$ cat config.mk
export PLATFORM = sky130hd
export DESIGN_NAME = mem_arbiter
export DESIGN_NICKNAME = d
export VERILOG_FILES = /design/src/rtl/mem_arbiter_pkg.sv /design/src/rtl/mem_arbiter_rr_pick.sv /design/src/rtl/mem_arbiter.sv
export SDC_FILE = /design/constraint.sdc
export NUM_CORES = 1
export LEC_CHECK = 0
export BUFFER_PORTS_ARGS = -buffer_cell sky130_fd_sc_hd__buf_2
export CAP_MARGIN = 20
export CORE_MARGIN = 2
export CORE_UTILIZATION = 53
export CTS_BUF_LIST = sky130_fd_sc_hd__clkbuf_8
export CTS_CLUSTER_SIZE = 12
export DETAILED_ROUTE_END_ITERATION = 7
export PLACE_DENSITY = 0.88
export RECOVER_POWER = 50
export SLEW_MARGIN = 10
export SYNTH_ARGS = -nofsm -noshare
export SYNTH_HDL_FRONTEND = slang
export SYNTH_HIERARCHICAL = 1
export SYNTH_SLANG_ARGS = --single-unit
$ cat constraint.sdc
create_clock -name CLK -period 3.36 [get_ports CLK]
set_input_delay 0.672 -clock CLK [delete_from_list [all_inputs] [get_ports CLK]]
set_output_delay 0.672 -clock CLK [all_outputs]
set_load 0.005 [all_outputs]
$ cat src/rtl/mem_arbiter_pkg.sv
// Shared encodings for the two-port memory arbiter: FSM states and grant IDs.
package mem_arbiter_pkg;

  typedef enum logic [1:0] {
    IDLE  = 2'b00,
    ISSUE = 2'b01,
    WAIT  = 2'b10,
    DONE  = 2'b11
  } state_t;

  localparam logic OWNER_D = 1'b0;
  localparam logic OWNER_I = 1'b1;

endpackage

$ cat src/rtl/mem_arbiter_rr_pick.sv
// Two-way round-robin selector: on a tie the port that was not served last wins.
module rr_pick
  import mem_arbiter_pkg::*;
(
  input  logic D_REQ,
  input  logic I_REQ,
  input  logic LAST,
  output logic GRANT_VALID,
  output logic GRANT_ID
);

  assign GRANT_VALID = D_REQ | I_REQ;

  always_comb begin
    GRANT_ID = OWNER_D;
    if (D_REQ && I_REQ) begin
      GRANT_ID = ~LAST;
    end else if (I_REQ) begin
      GRANT_ID = OWNER_I;
    end
  end

endmodule

$ cat src/rtl/mem_arbiter.sv
// Shares one main-memory port between the data cache (read/write) and the
// instruction cache (read-only), one transaction at a time.
module mem_arbiter
  import mem_arbiter_pkg::*;
#(
  parameter int ADDR_W = 6,
  parameter int DATA_W = 32
) (
  input  logic              CLK,
  input  logic              RESET,
  input  logic              D_READ,
  input  logic              D_WRITE,
  input  logic [ADDR_W-1:0] D_ADDRESS,
  input  logic [DATA_W-1:0] D_WRITEDATA,
  output logic [DATA_W-1:0] D_READDATA,
  output logic              D_BUSYWAIT,
  input  logic              I_READ,
  input  logic [ADDR_W-1:0] I_ADDRESS,
  output logic [DATA_W-1:0] I_READDATA,
  output logic              I_BUSYWAIT,
  output logic              MEM_READ,
  output logic              MEM_WRITE,
  output logic [ADDR_W-1:0] MEM_ADDRESS,
  output logic [DATA_W-1:0] MEM_WRITEDATA,
  input  logic [DATA_W-1:0] MEM_READDATA,
  input  logic              MEM_BUSYWAIT,
  output logic              OWNER
);

  state_t              r_state;
  state_t              w_next_state;
  logic                r_owner;
  logic                r_last;
  logic                r_mem_read;
  logic                r_mem_write;
  logic [ADDR_W-1:0]   r_mem_addr;
  logic [DATA_W-1:0]   r_mem_wdata;
  logic [DATA_W-1:0]   r_d_rdata;
  logic [DATA_W-1:0]   r_i_rdata;

  logic                w_d_req;
  logic                w_i_req;
  logic                w_grant_valid;
  logic                w_grant_id;
  logic                w_load;
  logic                w_finish;

  assign w_d_req = D_READ | D_WRITE;
  assign w_i_req = I_READ;

  rr_pick u_rr_pick (
    .D_REQ       (w_d_req),
    .I_REQ       (w_i_req),
    .LAST        (r_last),
    .GRANT_VALID (w_grant_valid),
    .GRANT_ID    (w_grant_id)
  );

  always_ff @(posedge CLK) begin
    if (!RESET) begin
      r_state <= IDLE;
    end else begin
      r_state <= w_next_state;
    end
  end

  always_comb begin
    w_next_state = r_state;
    case (r_state)
      IDLE:  if (w_grant_valid) w_next_state = ISSUE;
      ISSUE: if (MEM_BUSYWAIT)  w_next_state = WAIT;
      WAIT:  if (!MEM_BUSYWAIT) w_next_state = DONE;
      DONE:  w_next_state = IDLE;
      default: w_next_state = IDLE;
    endcase
  end

  // Only the owner is ever released; the waiting port keeps stalling.
  always_comb begin
    w_load     = (r_state == IDLE) && w_grant_valid;
    w_finish   = (r_state == WAIT) && !MEM_BUSYWAIT;
    D_BUSYWAIT = w_d_req & ~((r_state == DONE) && (r_owner == OWNER_D));
    I_BUSYWAIT = w_i_req & ~((r_state == DONE) && (r_owner == OWNER_I));
  end

  // A simultaneous read+write from the D port is issued as a write.
  always_ff @(posedge CLK) begin
    if (!RESET) begin
      r_owner     <= OWNER_D;
      r_last      <= OWNER_I;
      r_mem_read  <= 1'b0;
      r_mem_write <= 1'b0;
      r_mem_addr  <= '0;
      r_mem_wdata <= '0;
      r_d_rdata   <= '0;
      r_i_rdata   <= '0;
    end else begin
      if (w_load) begin
        r_owner    <= w_grant_id;
        r_mem_addr <= (w_grant_id == OWNER_I) ? I_ADDRESS : D_ADDRESS;
        if ((w_grant_id == OWNER_D) && D_WRITE) begin
          r_mem_write <= 1'b1;
          r_mem_read  <= 1'b0;
          r_mem_wdata <= D_WRITEDATA;
        end else begin
          r_mem_write <= 1'b0;
          r_mem_read  <= 1'b1;
        end
      end
      if (w_finish) begin
        r_mem_read  <= 1'b0;
        r_mem_write <= 1'b0;
        r_last      <= r_owner;
        if (!r_mem_write) begin
          if (r_owner == OWNER_I) begin
            r_i_rdata <= MEM_READDATA;
          end else begin
            r_d_rdata <= MEM_READDATA;
          end
        end
      end
    end
  end

  assign D_READDATA    = r_d_rdata;
  assign I_READDATA    = r_i_rdata;
  assign MEM_READ      = r_mem_read;
  assign MEM_WRITE     = r_mem_write;
  assign MEM_ADDRESS   = r_mem_addr;
  assign MEM_WRITEDATA = r_mem_wdata;
  assign OWNER         = r_owner;

endmodule

# Yosys cells after proc, flatten, opt, wreduce, memory -nomap -nowiden
# Index checks and enable logic that the tools add are counted.
[totals]
ff_bits = 108
input_bits = 82
output_inout_bits = 107
elab_cells = 48
[op_classes]
eq_ne = 6
muxes = 9
bitwise_logic = 11
reduce_logical = 13
[op_table]
columns = ["op", "count"]
rows = [
  ["$reduce_and 3->1", 3],
  ["$pmux 2 s4", 1],
  ["$not 1->1", 7],
  ["$logic_and 1x1->1", 6],
  ["$mux 2", 3],
  ["$mux 6", 1],
  ["$ne 2x2->1 const B", 3],
  ["$eq 2x2->1 const B", 2],
  ["$mux 1", 4],
  ["$and 1x1->1", 2],
  ["$eq 2x1->1 const B", 1],
  ["$logic_not 2->1", 1],
  ["$or 1x1->1", 2],
  ["$reduce_and 2->1", 1],
  ["$reduce_or 2->1", 1],
  ["$logic_not 1->1", 1],
]

# Depth between registers and ports, before layout
[logic_depth]
word_depth = 6
mapped_depth = 8
mapped_depth_nobuf = 5

# Cells and area by module
# Netlist, hierarchy kept.
[by_module_without_submodules]
columns = ["module", "instances", "cells_per_inst", "area_each_um2", "seq_area_each_um2"]
rows = [
  ["mem_arbiter", 1, 490, 4404.2, 2162.1],
  ["rr_pick", 1, 2, 13.8, 0.0],
]

# Worst setup path before layout
# No wires, ideal clock.
[synth_path]
path_kind = "input port to flip-flop"
start = "input D_READ"
end = "register r_mem_wdata[0], in the netlist MEM_WRITEDATA[0]"
setup_time_ns = 0.122
t_arrival_ns = 1.900
t_required_ns = 3.238
path_slack_ns = 1.338
cell_stages = 8
path_buffers = 3
cell_sequence = "or2_2 > a21boi_1 > buf_2 > and4b_1 > buf_2 > buf_2 > nand2_1 > a21boi_0"
[synth_via]
elab_chain_cells = 6
word_cells_on_any_way = 8
classes_between = "mux (1); bitwise (3); reduce/logical (4)"
[synth_rtl]
columns = ["item", "line", "text"]
rows = [
  ["from (decl)", "mem_arbiter.sv:11", "input logic D_READ,"],
  ["$or 1x1->1", "mem_arbiter.sv:48", "assign w_d_req = D_READ | D_WRITE;"],
  ["$logic_and 1x1->1", "mem_arbiter_rr_pick.sv:16", "if (D_REQ && I_REQ) begin"],
  ["$mux 1", "mem_arbiter_rr_pick.sv:16", ""],
  ["net w_grant_id", "mem_arbiter.sv:44", "logic w_grant_id;"],
  ["$not 1->1", "mem_arbiter.sv:101", "if ((w_grant_id == OWNER_D) && D_WRITE) begin"],
  ["$logic_and 1x1->1", "mem_arbiter.sv:101", ""],
  ["$reduce_and 2->1 (no source line)", "-", ""],
  ["to (signal assigned)", "mem_arbiter.sv:94", "r_mem_wdata <= '0;"],
  ["to (signal assigned)", "mem_arbiter.sv:104", "r_mem_wdata <= D_WRITEDATA;"],
  ["to (decl)", "mem_arbiter.sv:37", "logic [DATA_W-1:0] r_mem_wdata;"],
]
# The timed path passes the listed nets, and every way through them passes these cells.
# A chain may end at the register's enable or synchronous reset.

# Final worst setup path
[layout_path]
start = "input D_WRITE"
end = "register r_mem_wdata[1], in the netlist MEM_WRITEDATA[1]"
[layout_via]
elab_chain_cells = 6
word_cells_on_any_way = 8
classes_between = "mux (1); bitwise (3); reduce/logical (4)"
[layout_rtl]
columns = ["item", "line", "text"]
rows = [
  ["from (decl)", "mem_arbiter.sv:12", "input logic D_WRITE,"],
  ["$or 1x1->1", "mem_arbiter.sv:48", ""],
  ["net w_d_req", "mem_arbiter.sv:41", "logic w_d_req;"],
  ["$logic_and 1x1->1", "mem_arbiter_rr_pick.sv:16", ""],
  ["$mux 1", "mem_arbiter_rr_pick.sv:16", ""],
  ["net w_grant_id", "mem_arbiter.sv:44", ""],
  ["$not 1->1", "mem_arbiter.sv:101", ""],
  ["$logic_and 1x1->1", "mem_arbiter.sv:101", ""],
  ["$reduce_and 2->1 (no source line)", "-", ""],
]
# The timed path passes the listed nets, and every way through them passes these cells.

==> impl_metrics.json <==
{
  "final_core_util_pct": 66.9,
  "timing.rr.end": "D_READDATA[2]$_SDFFE_PN0P_",
  "topRoutingLayerUsed": "met4",
  "nNetsFinal": 742,
  "pre_cts_ws_ns": 0.880,
  "grt_pass1_wl_um": 15500,
  "cts_setup_buffers": 0,
  "worst_ep_arrival_time_ns": 2.36,
  "drive_gt1_share_pct": 30.3,
  "status": "completed",
  "synthFlopType": "dfxtp_1",
  "die_w_um": 95.3,
  "setup_viol": 0,
  "synth_fa_ha_area_share_pct": 1.13,
  "startpoint_type": "input port",
  "numCtsBuffers": 9,
  "yosys_register_bits": 108,
  "gp_congestion": 0.785,
  "crit_path_start": "D_WRITE",
  "grt-ovfl-total": 0,
  "period_minus_slack_ns": 2.10,
  "ys_types": 32,
  "vias": 3870,
  "ir_drop_mv": 0.329,
  "grt_max_degree": 92,
  "maxSlewViolCount": 0,
  "grt_use_total_pct": 21.4,
  "cts.reportedPaths.clkPinSlew_ns": 0.10,
  "leakagePower_nw": 2.22,
  "routed_via_density": 5.05,
  "min_path_type": "flop to flop",
  "min_from": "D_READDATA[5]$_SDFFE_PN0P_",
  "synth_seq_area_share_pct": 48.9,
  "drc": 0,
  "netlist_area_um2": 4420,
  "whs_path_depth": 2,
  "worst_slack_ns": 1.26,
  "fmaxAchievable_mhz": 476,
  "routed_wl_um": 9990,
  "fin_crit_sh_pct": 62.5,
  "cts_root_buf": "clkbuf_8",
  "synth_area_leaders": "dfxtp_1, nand2_1, nand3_2, o21ai_2, a21boi_0",
  "ios": 189,
  "cts.sinks": 108,
  "yosys.area.top_type": "dfxtp_1",
  "dpl_cell_area_um2": 5350,
  "hold_viol_final": 0,
  "start_util_pct": 54.3,
  "maxCapViolCount": 0,
  "synth_xor_area_share_pct": 0,
  "syn_inst": 492,
  "path_class": "input port to flop",
  "synth_most_common_cell": "nand2_1",
  "rows": 33,
  "power_density_nw_per_um2": 544,
  "async_reset_ff_share_pct": 0,
  "synthSimpleGateAreaFrac_pct": 24.3,
  "power_mw": 2.96,
  "fp.dieH_um": 95.3,
  "wl_met3_um": 573,
  "crit_fanout": 33,
  "dr.pass1.iters": 4,
  "postCtsHoldBufs": 0,
  "fillers": 703,
  "r2r_setup_slack_ns": 1.28,
  "slew_headroom_pct": 30.4,
  "synth_compound_area_share_pct": 18.0,
  "core_um2": 8130,
  "wl_met1_um": 4110,
  "hpwlAfterDp_um": 7250,
  "dieArea_um2": 9080,
  "route.met2.wl_um": 5100,
  "n_antenna_cell": 0,
  "timing.setup.tns_ns": 0,
  "critPathRequiredTime_ns": 3.62,
  "htree_levels": 3,
  "synth_edf_count": 0,
  "worstSetupEndpoint": "MEM_WRITEDATA[1]$_SDFFE_PN0P_",
  "antenna_found_initial": 0,
  "end_kind": "flop",
  "reg2reg_from": "r_state[0]$_SDFFE_PN0P_",
  "io_buffers": 188,
  "clkLatencyLatePin_ns": 0.35,
  "ys_top_cells_by_count": "nand2_1, dfxtp_1, nand3_1",
  "first_global_vias": 3459,
  "cts_resized": 0,
  "synthesis.nets": 578,
  "wl_per_cell_um": 13.0,
  "cts_buffer_depth": 2,
  "synth_top_area_share_pct": 48.9,
  "placed_cells": 750,
  "whs_ns": 0.460,
  "synth_mux_area_share_pct": 2.04,
  "fin_area_um2": 5440,
  "fin_cells": 766,
  "yosysWarnings": 6,
  "worstMarginPinSlew_ns": 1.04,
  "rr_worst_depth": 5,
  "cts_tree": "yes",
  "ant_nets": 0,
  "rsz0062_at_grt": "no",
  "syn_to_final_growth_pct": 23.1,
  "syn_area_per_cell_um2": 8.98,
  "synth_top_family_by_area": "simple AND/OR/NAND/NOR gates",
  "drt_iter0_drc": 143,
  "fin_skew_ns": 0.0180
}
cell families (layout without fill, tap and decap cells):
group | after synthesis | count (layout)
adders and majority gates | 4 | 4
and+or+nand+nor | 215 | 215
AOI/OAI and AO/OA | 109 | 109
muxes | 9 | 9
DFF | 108 | 108
buffers and inverters | 47 | 216
metal layers:
| layer | vias to the layer above | track usage (%) |
|---|---|---|
| li1 | 1985 | - |
| met5 | - | 0 |
| met3 | 21 | 4.35 |
| met4 | 0 | 9.90 |
| met2 | 119 | 37.6 |
| met1 | 1745 | 25.0 |
final cells by class:
type | instances | area, um2 | share of cell area, %
inverters | 4 | 15.0 | 0.276
multi-input cells | 337 | 2020 | 37.2
clock inverters | 6 | 46.3 | 0.851
well taps | 105 | 131 | 2.42
flip-flops and latches | 108 | 2160 | 39.8
repair buffers | 196 | 922 | 17.0
clock buffers | 10 | 138 | 2.53
report_power, final:
part,switching (mW),total [mW],internal (mW)
clock,0.438,0.734,0.296
combinational,0.427,0.712,0.285
sequential,0.0873,1.51,1.42
state kept, by name, indices dropped and copies added, names as in the netlist:
name	flops
MEM_ADDRESS	6
MEM_WRITEDATA	32
I_READDATA	32
MEM_READ	1
MEM_WRITE	1
D_READDATA	32
r_state	2
OWNER	1
r_last	1
worst min path at each step:
stage | slack (ns) | to
floorplan | 0.44 | r_last$_SDFFE_PN1P_
global placement | 0.44 | MEM_WRITEDATA[15]$_SDFFE_PN0P_
detailed placement | 0.44 | D_READDATA[9]$_SDFFE_PN0P_
CTS | 0.46 | D_READDATA[28]$_SDFFE_PN0P_
global route | 0.47 | D_READDATA[5]$_SDFFE_PN0P_
finish | 0.46 | D_READDATA[5]$_SDFFE_PN0P_
placed cells by master (no fill, tap or decap):
| master | Yosys | layout |
|---|---|---|
| and2_1 | 1 | 1 |
| nand4b_1 | 1 | 1 |
| buf_4 | 1 | 8 |
| a21boi_0 | 27 | 27 |
| and4b_1 | 1 | 1 |
| ha_1 | 4 | 4 |
| or2_2 | 1 | 1 |
| dfxtp_1 | 108 | 108 |
| o31a_1 | 1 | 1 |
| inv_6 | 0 | 2 |
| clkinvlp_4 | 0 | 2 |
| nand3_2 | 28 | 28 |
| nor4bb_4 | 0 | 1 |
| buf_2 | 14 | 112 |
| clkinv_2 | 0 | 1 |
| a21oi_1 | 1 | 1 |
| mux2i_1 | 9 | 9 |
| o21ai_0 | 32 | 32 |
| nand3_1 | 36 | 36 |
| or4b_4 | 0 | 1 |
| nand2b_1 | 2 | 2 |
| buf_12 | 0 | 1 |
| inv_1 | 4 | 4 |
| a21boi_1 | 8 | 8 |
| nand2_1 | 137 | 137 |
| clkbuf_8 | 0 | 10 |
| or2_1 | 1 | 1 |
| nor2_1 | 1 | 1 |
| o211a_1 | 6 | 6 |
| o21a_1 | 1 | 1 |
| clkbuf_1 | 17 | 75 |
| nor3_1 | 1 | 1 |
| clkinv_4 | 0 | 1 |
| nor2b_1 | 3 | 3 |
| a221oi_1 | 1 | 1 |
| o21ai_2 | 32 | 32 |
critical path, cell delays in order:
cell	delay, ns
buf_2	0.11
or2_2	0.29
a21boi_1	0.34
buf_4	0.23
nand4b_1	0.11
buf_4	0.32
nand2_1	0.09
a21boi_0	0.19
Note: power is estimated with default switching activity, not from simulation.
